**src/rtl/xyz_pkg.sv**
```systemverilog
// Shared definitions for the xyz sequence monitor: code constants,
// code-to-index decode table and FSM state encoding.
package xyz_pkg;

  // Legal codes in sequence order
  localparam logic [2:0] CODE_0 = 3'b000;
  localparam logic [2:0] CODE_1 = 3'b001;
  localparam logic [2:0] CODE_2 = 3'b010;
  localparam logic [2:0] CODE_3 = 3'b100;

  // Decode table indexed by code, entries are {valid, idx[1:0]}
  localparam logic [2:0] XYZ_DEC_TBL [8] = '{
    3'b100,  // 000 -> idx0
    3'b101,  // 001 -> idx1
    3'b110,  // 010 -> idx2
    3'b000,  // 011 invalid
    3'b111,  // 100 -> idx3
    3'b000,  // 101 invalid
    3'b000,  // 110 invalid
    3'b000   // 111 invalid
  };

  typedef enum logic [1:0] {
    ST_HUNT   = 2'd0,
    ST_TRACK  = 2'd1,
    ST_LOCKED = 2'd2
  } xyz_state_e;

endpackage

```
**src/rtl/xyz_decode.sv**
```systemverilog
// Combinational decode of a 3-bit xyz code into {valid, idx}.
module xyz_decode
  import xyz_pkg::*;
(
  input  logic [2:0] i_code,
  output logic       o_valid,
  output logic [1:0] o_idx
);

  logic [2:0] w_entry;

  // Table lookup; invalid codes carry valid=0 so they never match
  always_comb begin
    w_entry = XYZ_DEC_TBL[i_code];
    o_valid = w_entry[2];
    o_idx   = w_entry[1:0];
  end

endmodule

```
**src/rtl/xyz_seq_monitor.sv**
```systemverilog
// Monitors the 000 -> 001 -> 010 -> 100 code sequence from an upstream
// sequencer, locks after LOCK_CNT good cycles and drops lock after
// ERR_LIMIT consecutive mismatches. Optional cycle counter output is
// enabled by defining XYZ_MON_CYCLE_CNT_EN.
module xyz_seq_monitor
  import xyz_pkg::*;
#(
  parameter int unsigned CNT_W     = 8,
  parameter int unsigned LOCK_CNT  = 2,
  parameter int unsigned ERR_LIMIT = 3
) (
  input  logic             clk,
  input  logic             rst,
  input  logic             en,
  input  logic [2:0]       xyz,
  output logic             locked,
  output logic             err_pulse,
  output logic [CNT_W-1:0] err_cnt,
  output logic             cycle_done,
`ifdef XYZ_MON_CYCLE_CNT_EN
  output logic [CNT_W-1:0] cycle_cnt,
`endif
  output logic [1:0]       exp_idx
);

  localparam logic [3:0] LOCK_CNT_V  = 4'(LOCK_CNT);
  localparam logic [3:0] ERR_LIMIT_V = 4'(ERR_LIMIT);
  localparam logic [CNT_W-1:0] CNT_MAX = {CNT_W{1'b1}};

  xyz_state_e       r_state, w_state_d;
  logic [1:0]       r_exp_idx, w_exp_idx_d;
  logic [3:0]       r_good, w_good_d;
  logic [3:0]       r_miss, w_miss_d;
  logic             r_locked;
  logic             r_err_pulse, w_err_pulse_d;
  logic             r_cycle_done, w_cycle_done_d;
  logic [CNT_W-1:0] r_err_cnt;

  logic             w_valid;
  logic [1:0]       w_idx;
  logic             w_match;

  xyz_decode u_decode (
    .i_code  (xyz),
    .o_valid (w_valid),
    .o_idx   (w_idx)
  );

  assign w_match = w_valid && (w_idx == r_exp_idx);

  // Next-state logic; with en low everything holds and pulses stay low
  always_comb begin
    w_state_d      = r_state;
    w_exp_idx_d    = r_exp_idx;
    w_good_d       = r_good;
    w_miss_d       = r_miss;
    w_err_pulse_d  = 1'b0;
    w_cycle_done_d = 1'b0;
    if (en) begin
      unique case (r_state)
        ST_HUNT: begin
          if (xyz == CODE_0) begin
            w_state_d   = ST_TRACK;
            w_exp_idx_d = 2'd1;
            w_good_d    = 4'd0;
          end
        end
        ST_TRACK: begin
          if (w_match) begin
            w_exp_idx_d = r_exp_idx + 2'd1;
            if (w_idx == 2'd3) begin
              if (r_good + 4'd1 == LOCK_CNT_V) begin
                w_state_d = ST_LOCKED;
                w_good_d  = 4'd0;
                w_miss_d  = 4'd0;
              end else begin
                w_good_d = r_good + 4'd1;
              end
            end
          end else begin
            w_err_pulse_d = 1'b1;
            w_good_d      = 4'd0;
            // A fresh 000 restarts tracking rather than falling back to hunting
            if (xyz == CODE_0) begin
              w_exp_idx_d = 2'd1;
            end else begin
              w_state_d   = ST_HUNT;
              w_exp_idx_d = 2'd0;
            end
          end
        end
        ST_LOCKED: begin
          // Flywheel: keep advancing the expectation even on a miss
          w_exp_idx_d = r_exp_idx + 2'd1;
          if (w_match) begin
            w_miss_d       = 4'd0;
            w_cycle_done_d = (w_idx == 2'd3);
          end else begin
            w_err_pulse_d = 1'b1;
            if (r_miss + 4'd1 == ERR_LIMIT_V) begin
              w_state_d   = ST_HUNT;
              w_miss_d    = 4'd0;
              w_exp_idx_d = 2'd0;
            end else begin
              w_miss_d = r_miss + 4'd1;
            end
          end
        end
        default: begin
          w_state_d   = ST_HUNT;
          w_exp_idx_d = 2'd0;
          w_good_d    = 4'd0;
          w_miss_d    = 4'd0;
        end
      endcase
    end
  end

  // State and registered outputs
  always_ff @(posedge clk or negedge rst) begin
    if (!rst) begin
      r_state      <= ST_HUNT;
      r_exp_idx    <= 2'd0;
      r_good       <= 4'd0;
      r_miss       <= 4'd0;
      r_locked     <= 1'b0;
      r_err_pulse  <= 1'b0;
      r_cycle_done <= 1'b0;
    end else begin
      r_state      <= w_state_d;
      r_exp_idx    <= w_exp_idx_d;
      r_good       <= w_good_d;
      r_miss       <= w_miss_d;
      r_locked     <= (w_state_d == ST_LOCKED);
      r_err_pulse  <= w_err_pulse_d;
      r_cycle_done <= w_cycle_done_d;
    end
  end

  // Saturating error counter
  always_ff @(posedge clk or negedge rst) begin
    if (!rst) begin
      r_err_cnt <= '0;
    end else if (w_err_pulse_d && (r_err_cnt != CNT_MAX)) begin
      r_err_cnt <= r_err_cnt + 1'b1;
    end
  end

`ifdef XYZ_MON_CYCLE_CNT_EN
  logic [CNT_W-1:0] r_cycle_cnt;

  // Wrapping count of completed locked cycles
  always_ff @(posedge clk or negedge rst) begin
    if (!rst) begin
      r_cycle_cnt <= '0;
    end else if (w_cycle_done_d) begin
      r_cycle_cnt <= r_cycle_cnt + 1'b1;
    end
  end

  assign cycle_cnt = r_cycle_cnt;
`endif

  assign locked     = r_locked;
  assign err_pulse  = r_err_pulse;
  assign err_cnt    = r_err_cnt;
  assign cycle_done = r_cycle_done;
  assign exp_idx    = r_exp_idx;

endmodule

```
**config.mk**
```make
export PLATFORM = sky130hd
export DESIGN_NAME = xyz_seq_monitor
export DESIGN_NICKNAME = d
export VERILOG_FILES = /design/src/rtl/xyz_pkg.sv /design/src/rtl/xyz_decode.sv /design/src/rtl/xyz_seq_monitor.sv
export SDC_FILE = /design/constraint.sdc
export NUM_CORES = 1
export LEC_CHECK = 0
export CAP_MARGIN = 0
export CORE_MARGIN = 10
export CORE_UTILIZATION = 55
export DETAILED_ROUTE_END_ITERATION = 7
export DONT_BUFFER_PORTS = 1
export MAX_ROUTING_LAYER = met4
export PLACE_DENSITY = 0.7
export SKIP_CTS_REPAIR_TIMING = 1
export SLEW_MARGIN = 20
export SYNTH_ARGS = -nofsm -noshare
export SYNTH_HDL_FRONTEND = slang
export SYNTH_HIERARCHICAL = 1
export SYNTH_SLANG_ARGS = --single-unit
```
**constraint.sdc**
```tcl
create_clock -name clk -period 3.52 [get_ports clk]
set_clock_uncertainty 0.1 [all_clocks]
set_input_delay 0.352 -clock clk [delete_from_list [all_inputs] [get_ports clk]]
set_output_delay 0.352 -clock clk [all_outputs]
set_load 0.01 [all_outputs]
```
==> results.txt <==
* Result of the run: finished, final reports clean
- After detailed placement, the design holds a cell count of 173.
- Max-Slew Margin vs Limit: 64.85%
- The worst setup path is of the flip-flop to flip-flop kind.
- Summed over all layers, the routed wires come to 2904 um.
* Mean cell area of the mapped netlist: 9.778 um^2
- Count of unique library cells instantiated by Yosys: 43
- Shortest clock period the worst path allows after layout: 2.189 ns
- At the end of routability-driven placement, the weighted congestion stood at 0.7990.
* Final Core Density: 60.81%
* Slew at the pin with the worst max-slew slack: 0.5225 ns
- In this run, synthesis produced a sequential element count of 23.
- Data arrival time at the worst-slack endpoint: 2.35 ns
* Power density of the placed cells: 676.5 nW/um^2
* Share of the cycle needed by the critical path after routing: 62.19%
- Leakage power of the design: 0.6437 nW
- After the first detailed-routing iteration, the DRC count stood at 97.
- Final HPWL DP: 2226 um
- The path class of the tightest hold or removal check is input pin to flip-flop.
* Total count of max-transition violations in the final report: 0
- Worst-path clk slew: 0.15 ns
- The die covers 5033 um^2.
- STA puts the critical path data required time at 3.68 ns.
- Number of nets at the end of the flow: 165
- Critical Path End Type: flip-flop
* Delay contributed by the slowest stage of the critical path: 0.50 ns
* Final-layout fill cell count: 206
* Highest-count cells in the layout ignoring fill and taps: 23 x sky130_fd_sc_hd__dfrtp_1, 15 x sky130_fd_sc_hd__nand2_1, 10 x sky130_fd_sc_hd__xnor2_1, 9 x sky130_fd_sc_hd__nand3_1, 9 x sky130_fd_sc_hd__ha_1
- The die is 70.95 um tall.
- Summing over every cut layer, the via total after detailed routing is 1126.
- CTS tree: built
* Largest fanout on the critical path: 7
- STA classifies the critical path startpoint as a flip-flop.
- Remaining antenna violation count: 0
* Worst-case clock buffer depth: 2
* Synth warn: 6
- Final-report setup violation count: 0
- In this run the number of H-tree levels came out at 1.
- At the later pin of the worst-skew pair, clock insertion delay measures 0.33 ns.
- Highest attainable clock frequency: 456.8 MHz
* Master cell of the clock root buffer: sky130_fd_sc_hd__clkbuf_4
* Count of flip-flops with a built-in enable after synthesis: 0
- Final hold slack: 0.09982 ns
* Slowest cell on crit path: sky130_fd_sc_hd__or4b_1
* Portion of the post-synthesis area used by sequential elements: 40.32%
- The library cell used most frequently in the layout, excluding fill and tap cells, is sky130_fd_sc_hd__dfrtp_1.
* Share of layout cells above drive strength 1: 10.07%
- Pin count of the biggest net entering global routing: 24
* Proportion of register bits with asynchronous set or reset after synthesis: 100.0%
* Number of search-and-repair iterations in the first detailed-routing pass: 4
- Setup total negative slack on the finished layout was measured at 0 ns.
- The worst-case IR drop observed on VDD is 0.5114 mV.
- The number of antenna violations at the first check in global routing was 0.
- Vias per Instance: 6.291
* Detailed-route wire length per cell: 16.22 um
- The synthesized netlist occupies a cell area of 1428 um^2.
- Buffers placed on the I/O ports in this run total 0.
- Syn Inst Count: 146
* Grt ovf: 0
* Starting utilization of the core area: 57.63%
- Buffers inserted during clock tree synthesis total 3.
* Overall die width: 70.95 um
- Crit-path cells: ha_1 -> and3_1 -> a31oi_1 -> o22ai_1 -> or4b_1 -> o211ai_1
- DRC violation count after routing: 0
* Number of non-filler instances in the completed layout: 179
- Aggregate global-route resource usage: 12.15%
* Final Hold Violating Endpoints: 0
* Std cell rows: 18
* Sinks on the clock net: 23
* Area of the core region: 2477 um^2
- Counting every net in the synthesized netlist gives 161.
* Unrepaired setup endpoints after global routing: false
* First-pass GRT wire length: 5071 um
- Among all flip-flop cells after synthesis, the most frequent one is sky130_fd_sc_hd__dfrtp_1.
* Max Cap Violations: 0
- Area added between synthesis and finish: 5.521%
- The number of antenna diodes in the final layout is 0.
* Number of global-route vias before repair: 1091
* Number of ports placed on the die boundary: 19
synth_stat cells (all sizes together), types with 2 or more instances:
| cell type | n | area, um^2 |
|---|---|---|
| dfrtp | 23 | 575.6 |
| nand2 | 15 | 56.30 |
| xnor2 | 10 | 87.58 |
| ha | 9 | 112.6 |
| nand3 | 9 | 45.04 |
| inv | 8 | 30.03 |
| nor2 | 8 | 30.03 |
| o21ai | 8 | 40.04 |
| and3 | 6 | 38.79 |
| a22o | 4 | 36.29 |
| a31oi | 4 | 25.02 |
| a21oi | 3 | 15.01 |
| mux2 | 3 | 33.78 |
| nand3b | 3 | 22.52 |
| nand4 | 3 | 18.77 |
| a211oi | 2 | 20.02 |
| a21bo | 2 | 20.02 |
| a32o | 2 | 20.02 |
| clkbuf | 2 | 7.510 |
| nor3 | 2 | 10.01 |
sequential cells by signal, summed over array words and instances, names as in the netlist:
name        flops
exp_idx         2
err_pulse       1
r_miss          4
err_cnt         8
r_state         2
locked          1
r_good          4
cycle_done      1
cells by family after synthesis:
kind of cell    count (synthesis)  share of synthesized area, %
simple gates                   55                         20.25
compound gates                 34                         19.02
flops                          23                         40.32
xor+xnor                       11                         6.748
buf+inv                        11                         3.418
fa+ha+maj                       9                         7.888
mux                             3                         2.366
through the flow:
| step | worst slack, ns | cell area (um^2) | power [mW] |
|---|---|---|---|
| after global placement | 1.442 | 1446 | 0.8657 |
| after CTS | 1.346 | 1476 | 1.014 |
| after detailed placement | 1.396 | 1446 | 0.8784 |
| final | 1.331 | 1506 | 1.019 |
| after global routing | 1.181 | 1506 | 1.098 |
| after floorplan | 1.565 | 1428 | 0.7879 |
critical path, delay by kind of cell (launching register included):
kind | cells | cell delay [ns]
AND/OR/NAND/NOR | 2 | 0.69
flip-flops | 1 | 0.48
AO/OA/AOI/OAI | 3 | 0.56
adder cells (fa/ha/maj) | 1 | 0.27
path summary, 6_finish.rpt:
check	from	endpoint	slack (ns)	cells past startpoint
worst max-delay path	r_miss[0]	exp_idx[1]	1.33	6
worst min-delay path	en	cycle_done	0.1	1
worst max register to register	r_miss[0]	exp_idx[1]	1.33	6
worst min register to register	err_cnt[5]	err_cnt[5]	0.47	1
max in group asynchronous	rst	exp_idx[1]	2.86	2
min in group asynchronous	rst	r_miss[2]	0.32	2
where the power goes:
group | switching, mW | internal (mW) | total [mW]
combinational | 0.225 | 0.188 | 0.413
sequential | 0.126 | 0.342 | 0.469
clock | 0.0940 | 0.0436 | 0.138
metal layers:
| layer | up-vias | share of wire [%] | track usage [%] |
|---|---|---|---|
| met4 | 0 | 1.8 | 5.161 |
| met2 | 18 | 50 | 19.39 |
| met3 | 5 | 2.8 | 1.953 |
| li1 | 546 | - | - |
| met1 | 557 | 46 | 14.78 |
| met5 | - | 0 | - |
final cells by class:
| type | count | area (um^2) | share of cell area [%] |
|---|---|---|---|
| multi-input cells | 112 | 803.3 | 53.32 |
| flip-flops and latches | 23 | 575.6 | 38.21 |
| well taps | 30 | 37.54 | 2.492 |
| repair buffers | 2 | 30.03 | 1.993 |
| inverters | 8 | 30.03 | 1.993 |
| clock buffers | 3 | 22.52 | 1.495 |
| clock inverters | 1 | 7.507 | 0.4983 |
Power figures use the tool's default switching activity.
